[src/rtl/clock_enable_bank.sv]
// Bank of independent runtime-programmable clock dividers. Each channel gives a
// one-cycle tick (clock enable) and a 50 % square wave derived from i_Clk.
module clock_enable_bank #(
  parameter int               NUM_CH      = 4,
  parameter int               WIDTH       = 23,
  parameter logic [WIDTH-1:0] DEFAULT_DIV = 23'd2200000,
  parameter int               CH_W        = (NUM_CH > 1) ? $clog2(NUM_CH) : 1
) (
  input  logic              i_Clk,
  input  logic              i_Rst_L,
  input  logic [NUM_CH-1:0] i_Enable,
  input  logic              i_Sync,
  input  logic              i_Load,
  input  logic [CH_W-1:0]   i_Load_Ch,
  input  logic [WIDTH-1:0]  i_Load_Div,
  output logic [NUM_CH-1:0] o_Tick,
  output logic [NUM_CH-1:0] o_Wave,
  output logic [NUM_CH-1:0] o_Pending
);

  typedef struct packed {
    logic [WIDTH-1:0] cnt;
    logic [WIDTH-1:0] div;
    logic [WIDTH-1:0] shd;
    logic             pend;
    logic             tick;
    logic             wave;
  } ch_t;

  localparam ch_t CH_RESET = '{
    cnt:  '0,
    div:  DEFAULT_DIV,
    shd:  DEFAULT_DIV,
    pend: 1'b0,
    tick: 1'b0,
    wave: 1'b0
  };

  ch_t ch_q [NUM_CH];
  ch_t ch_d [NUM_CH];

  logic [NUM_CH-1:0] wrap;
  logic [NUM_CH-1:0] load_hit;
  logic [NUM_CH-1:0] commit;

  // Wrap on >= so a divisor committed below a held count (stopped channel)
  // still ends the period instead of running the counter round 2^WIDTH.
  always_comb begin
    for (int c = 0; c < NUM_CH; c++) begin
      wrap[c]     = (ch_q[c].cnt >= ch_q[c].div);
      load_hit[c] = i_Load && (i_Load_Ch == CH_W'(c));
      commit[c]   = ch_q[c].pend && (i_Sync || !i_Enable[c] || wrap[c]);
    end
  end

  always_comb begin
    for (int c = 0; c < NUM_CH; c++) begin
      // NOTE: every field starts from its held value, so no path can infer a latch.
      ch_d[c]      = ch_q[c];
      ch_d[c].tick = 1'b0;

      if (i_Sync) begin
        ch_d[c].cnt  = '0;
        ch_d[c].wave = 1'b0;
      end else if (i_Enable[c]) begin
        if (wrap[c]) begin
          ch_d[c].cnt  = '0;
          ch_d[c].tick = 1'b1;
          ch_d[c].wave = ~ch_q[c].wave;
        end else begin
          ch_d[c].cnt = ch_q[c].cnt + WIDTH'(1);
        end
      end

      if (commit[c]) begin
        ch_d[c].div  = ch_q[c].shd;
        ch_d[c].pend = 1'b0;
      end

      // A load landing with a commit re-arms pend: the old shadow commits now,
      // the new value waits for the following boundary.
      if (load_hit[c]) begin
        ch_d[c].shd  = i_Load_Div;
        ch_d[c].pend = 1'b1;
      end
    end
  end

  always_ff @(posedge i_Clk or negedge i_Rst_L) begin
    if (!i_Rst_L) begin
      for (int c = 0; c < NUM_CH; c++) begin
        ch_q[c] <= CH_RESET;
      end
    end else begin
      for (int c = 0; c < NUM_CH; c++) begin
        // NOTE: non-blocking so every channel samples the pre-edge state.
        ch_q[c] <= ch_d[c];
      end
    end
  end

  always_comb begin
    for (int c = 0; c < NUM_CH; c++) begin
      o_Tick[c]    = ch_q[c].tick;
      o_Wave[c]    = ch_q[c].wave;
      o_Pending[c] = ch_q[c].pend;
    end
  end

endmodule

[config.mk]
export PLATFORM = sky130hd
export DESIGN_NAME = clock_enable_bank
export DESIGN_NICKNAME = d
export VERILOG_FILES = /design/src/rtl/clock_enable_bank.sv
export SDC_FILE = /design/constraint.sdc
export NUM_CORES = 1
export LEC_CHECK = 0
export CAP_MARGIN = 20
export CORE_MARGIN = 10
export CORE_UTILIZATION = 49
export CTS_CLUSTER_SIZE = 12
export DETAILED_ROUTE_END_ITERATION = 10
export PLACE_DENSITY = 0.66
export RECOVER_POWER = 50
export SYNTH_ARGS = -nofsm -noshare
export SYNTH_HDL_FRONTEND = slang
export SYNTH_SLANG_ARGS = --single-unit
export TNS_END_PERCENT = 10
[constraint.sdc]
create_clock -name i_Clk -period 3.2 [get_ports i_Clk]
set_input_delay 0.48 -clock i_Clk [delete_from_list [all_inputs] [get_ports i_Clk]]
set_output_delay 0.48 -clock i_Clk [all_outputs]
set_load 0.03 [all_outputs]
# Word level (Yosys, flattened, before mapping)
# Cells that the tools add are included.
word_totals:
  word_cells: 112
  output_inout_bits: 12
  input_bits: 33
  reg_bits: 288
op_classes:
  n_reduce_logical: 37
  n_bitwise: 4
  order_cmp: 4
  n_eq_ne: 3
  n_addsub: 4
  muxes: 36
ops:
  columns: ["cell", "n"]
  rows:
  - ["23-bit two-way mux", 12]
  - ["23-bit by 1-bit adder with 23-bit output, second input constant", 4]
  - ["23-bit >= comparator", 4]
  - ["2-bit nonzero test", 12]
  - ["1-bit two-way mux", 16]
  - ["2-bit two-way mux", 8]
  - ["1-bit logical AND", 8]
  - ["1-bit logical OR", 8]
  - ["2-bit AND reduction", 4]
  - ["2-bit equality test, second input constant", 2]
  - ["1-bit logical NOT", 4]
  - ["1-bit NOT", 4]
  - ["2-bit by 1-bit equality test with 1-bit output, second input constant", 1]
  - ["2-bit logical NOT", 1]

# Longest topological paths before layout
logic_depth:
  word_depth: 6
  ltp_mapped: 12
  ltp_nobuf: 9

# Worst setup path after synthesis
# OpenSTA, ideal clock, no wires.
synth_path:
  kind: "register -> register"
  start: "reg ch_q[191] (netlist bit)"
  end: "reg ch_q[172] (netlist bit)"
  setup_time_ps: 125
  t_arrival_ps: 2583
  path_slack_ps: 492
  synth_period_minus_slack_ps: 2708
  path_stages_with_launch: 12
  path_buffers: 2
  path_cell_list: "dfstp_2 -> inv_1 -> ha_1 -> a21oi_1 -> nand2_1 -> a221oi_1 -> o21ai_2 -> or2_1 -> buf_2 -> o21ai_4 -> buf_4 -> mux2_2"
synth_between:
  elab_chain_len: 3
synth_rtl:
  columns: ["element", "line_no", "source"]
  rows:
  - ["from (decl)", "39", "ch_t ch_q [NUM_CH];"]
  - ["from (signal, indexed assignment)", "97", "ch_q[c] <= ch_d[c];"]
  - ["23-bit >= comparator", "50", "wrap[c] = (ch_q[c].cnt >= ch_q[c].div);"]
  - ["1-bit logical OR", "52", "commit[c] = ch_q[c].pend && (i_Sync || !i_Enable[c] || wrap[c]);"]
  - ["1-bit logical AND", "52", null]
# No other way between the ends.
# A chain may end at the register's enable or synchronous reset.

# Final worst setup path
# Same ends and word-level chain as after synthesis.

==> results.cfg <==
[power]
combPwrFrac_pct = 18.0
clock_power_share_pct = 34.1
power_density_mw_per_mm2 = 604
cellInternalPower_mw = 7.40
seqPwrFrac_pct = 47.8
p_sw_share_pct = 26.8
p_leak_nw = 7.62
netSwitchingPower_mw = 2.71
ir_worst_vdd_uv = 471

[drt]
drt_pass1_iterations = 6
via_per_inst = 5.80
drc_errors = 0
vias = 10531
totalWireLength_um = 33500
ant_nets = 0
initialDrtViolationCount = 614
avgRoutedWirePerCell_um = 18.4

[critical_path]
max_stage_delay_ns = 0.52
path_max_fanout = 23
r2r_end = ch_q[172]$_DFFE_PN0P_
path_class = reg -> reg
cp_top_family = compound AO/OA/AOI/OAI gates
crit_arrival_ns = 3.41
cp-start-kind = flip-flop
cp_num_buf_inv = 2
rrSetupSlack_ns = 0.23
end_kind = flip-flop
reg2reg_from = ch_q[191]$_DFFE_PN1P_
crit_chain = inv_1 > ha_1 > nand4_1 > nor4_1 > a221oi_1 > o21ai_2 > or2_1 > o21ai_4 > buf_12 > mux2_2
crit_required_ns = 3.64
cp_slowest_cell = dfstp_2
r2r_cells = 10

[clock_network]
clock_latency_ns = 0.57
cts_max_level = 1
clkTransAtPathRegs_ns = 0.06
cts_tree = done
cts_buffers = 31
clockBufferDepth = 3
cts.sinks = 288
cts-root-buf = clkbuf_16

[die]
die_x_um = 195
io-pin-count = 45
fp.dieH_um = 195
start_util_pct = 50.0
rows = 63
core_area_sq_mm = 0.0299
die_area_sq_mm = 0.0379

[logic_synthesis]
netlist_area_sq_mm = 0.0149
synth_edf_count = 0
synth.distinct_cells = 60
post_synth_xor_area_fraction_pct = 0.176
synth_compound_area_share_pct = 9.82
synthFlopType = dfrtp_1
ys_seq_area_share_pct = 48.7
synth_fp_nets = 1495
postSynth.asyncResetShare_pct = 100
synth_top_family_by_area = multiplexers
synth_cells = 1366
synthSimpleGateAreaFrac_pct = 13.2
ys_warn_count = 0
synthMuxAreaShare_pct = 15.1
avgSynthCellArea_sq_um = 10.9
ys_ff_latch = 288
synth_fa_ha_area_share_pct = 8.04

[place]
port_buffers = 44
gp_congestion = 0.829
dpl.cell_count = 1757
hpwl_um = 23000

[global_routing]
grt_usage_pct = 17.4
grt_pass1_wl_um = 55400
overflow = 0
grt_antenna_before_repair = 1
grt_pass1_vias = 10298
grt_max_degree = 85

[hold_path]
worstHoldStart = i_Sync
min_to = ch_q[64]$_DFFE_PN0P_
hold_depth = 4
hold_class = in -> reg

[timing]
min_period_ns = 2.97
tns_ns = 0
worstMarginPinSlew_ns = 2.20
relSlewSlack_pct = -46.6
fmax_mhz = 337
maxSlewViolCount = 109
skew_ns = 0.0122
hold_viol = 0
rsz0062_at_grt = no
setup_viol = 0
period_share_pct = 92.7

[flow_run]
drv_cap = 3

[cells_and_area]
drive_gt1_share_pct = 22.7
antenna_cells = 0
final_cells = 1816
fillers = 2505
nets = 1530
syn2layout_area_growth_pct = 12.0

[run_status]
status = complete, but fails checks
failed_checks = capacitance limit, slew limit
==> cells in the final DEF (no fill, tap or decap), types with 5 or more instances in the layout <==
cell type | netlist | routed
nand3_1 | 74 | 74
a22o_1 | 10 | 10
and4_1 | 8 | 8
a31oi_1 | 31 | 31
nand4_1 | 27 | 27
clkinv_2 | 0 | 7
nor2b_1 | 6 | 6
o21ai_0 | 35 | 35
mux2i_1 | 9 | 9
or3_1 | 5 | 5
dfstp_2 | 56 | 56
clkbuf_1 | 40 | 15
clkdlybuf4s50_1 | 0 | 41
a21o_1 | 18 | 18
mux2_4 | 20 | 20
clkbuf_8 | 0 | 5
o311ai_0 | 10 | 10
o31ai_1 | 10 | 10
nand2b_1 | 9 | 9
inv_1 | 104 | 104
mux2_2 | 166 | 166
nand3b_1 | 9 | 9
clkbuf_16 | 0 | 31
dfrtp_1 | 232 | 232
and3_1 | 21 | 21
or4_1 | 6 | 6
o211ai_1 | 5 | 5
nand4b_1 | 7 | 7
a21oi_1 | 63 | 63
nor3_1 | 20 | 20
ha_1 | 96 | 96
nand2_1 | 117 | 117
nor2_1 | 59 | 59
buf_4 | 16 | 15
a41oi_1 | 10 | 10
==> cells in the mapped netlist (4+ instances only) <==
library cell	instances	area [sq um]
a21o_1	18	135
a21oi_1	63	315
a22o_1	10	87.6
a22oi_1	4	30.0
a31oi_1	31	194
a41oi_1	10	87.6
and3_1	21	131
and4_1	8	70.1
buf_2	7	35.0
buf_4	16	120
clkbuf_1	40	150
dfrtp_1	232	5810
dfstp_2	56	1470
ha_1	96	1200
inv_1	104	390
mux2_2	166	1870
mux2_4	20	300
mux2i_1	9	90.1
nand2_1	117	439
nand2b_1	9	56.3
nand3_1	74	370
nand3b_1	9	67.6
nand4_1	27	169
nand4b_1	7	61.3
nor2_1	59	221
nor2b_1	6	37.5
nor3_1	20	100
nor4_1	4	25.0
o211ai_1	5	37.5
o21a_1	4	30.0
o21ai_0	35	175
o311ai_0	10	87.6
o31ai_1	10	75.1
or2_2	4	25.0
or3_1	5	31.3
or4_1	6	45.0
==> sequential cells by signal, indices dropped and copies added (netlist names) <==
signal     flops
o_Wave         4
o_Pending      4
o_Tick         4
ch_q         276
==> power by group through the flow <==
| stage | clock network, mW | logic, mW | registers (mW) |
|---|---|---|---|
| detailed placement | 0 | 1.84 | 4.90 |
| global route | 3.67 | 2.08 | 4.93 |
| finish | 3.45 | 1.82 | 4.84 |
| CTS | 3.53 | 1.85 | 4.84 |
| floorplan | 0 | 1.38 | 4.76 |
| global placement | 0 | 1.75 | 4.86 |
==> layout make-up <==
cell class	count	area (sq um)	area share [%]
Clock buffer	48	890	5.32
Clock inverter	10	82.6	0.493
Inverter	104	390	2.33
Multi-Input combinational cell	907	6940	41.5
Sequential cell	288	7280	43.5
Tap cell	390	488	2.92
Timing Repair Buffer	69	667	3.99
==> logic make-up after synthesis <==
| group | after synthesis |
|---|---|
| AND/OR/NAND/NOR | 389 |
| flip-flops | 288 |
| adder cells (fa/ha/maj) | 96 |
| XOR/XNOR | 3 |
| multiplexers | 195 |
| buffers and inverters | 171 |
| AO/OA/AOI/OAI | 224 |
==> per-layer routing <==
metal	track usage (%)	routed length (um)
met1	23.7	15600
met2	28.7	15800
met3	2.31	1270
met4	4.46	811
met5	0	0
==> worst register-to-register path, delay by kind of cell (launching register included) <==
| family | cells | cell delay (ns) |
|---|---|---|
| AOI/OAI and AO/OA | 3 | 0.78 |
| adders and majority gates | 1 | 0.31 |
| buffers and inverters | 2 | 0.23 |
| DFF | 1 | 0.52 |
| muxes | 1 | 0.37 |
| and+or+nand+nor | 3 | 0.64 |
==> stage by stage <==
stage	util, %	power [mW]	hold slack (ns)	setup slack [ns]	cell area (sq um)
global route	56.0	10.7	0.468	0.100	16700
CTS	56.1	10.2	0.435	0.271	16800
floorplan	-	6.14	0.184	0.492	14900
finish	56.0	10.1	0.461	0.233	16700
detailed placement	52.9	6.73	0.486	0.311	15800
global placement	52.9	6.62	0.479	0.384	15800
==> what timing repair did <==
action	CTS	global route
endpoints found under the hold margin	75	0
hold buffers	1	0
buffers inserted	0	0
resized for setup	0	0
==> worst max-delay path by stage <==
stage | slack, ns | start | depth (start not counted) | to
6_report | 0.23 | ch_q[191]$_DFFE_PN1P_ | 10 | ch_q[172]$_DFFE_PN0P_
5_1_grt | 0.10 | i_Rst_L | 3 | ch_q[20]$_DFFE_PN0P_
4_1_cts | 0.27 | ch_q[191]$_DFFE_PN1P_ | 10 | ch_q[172]$_DFFE_PN0P_
3_5_place_dp | 0.31 | ch_q[191]$_DFFE_PN1P_ | 10 | ch_q[172]$_DFFE_PN0P_
3_3_place_gp | 0.38 | ch_q[191]$_DFFE_PN1P_ | 10 | ch_q[179]$_DFFE_PN0P_
2_1_floorplan | 0.49 | ch_q[191]$_DFFE_PN1P_ | 11 | ch_q[172]$_DFFE_PN0P_
No activity file was read; power rests on OpenSTA's default activity.
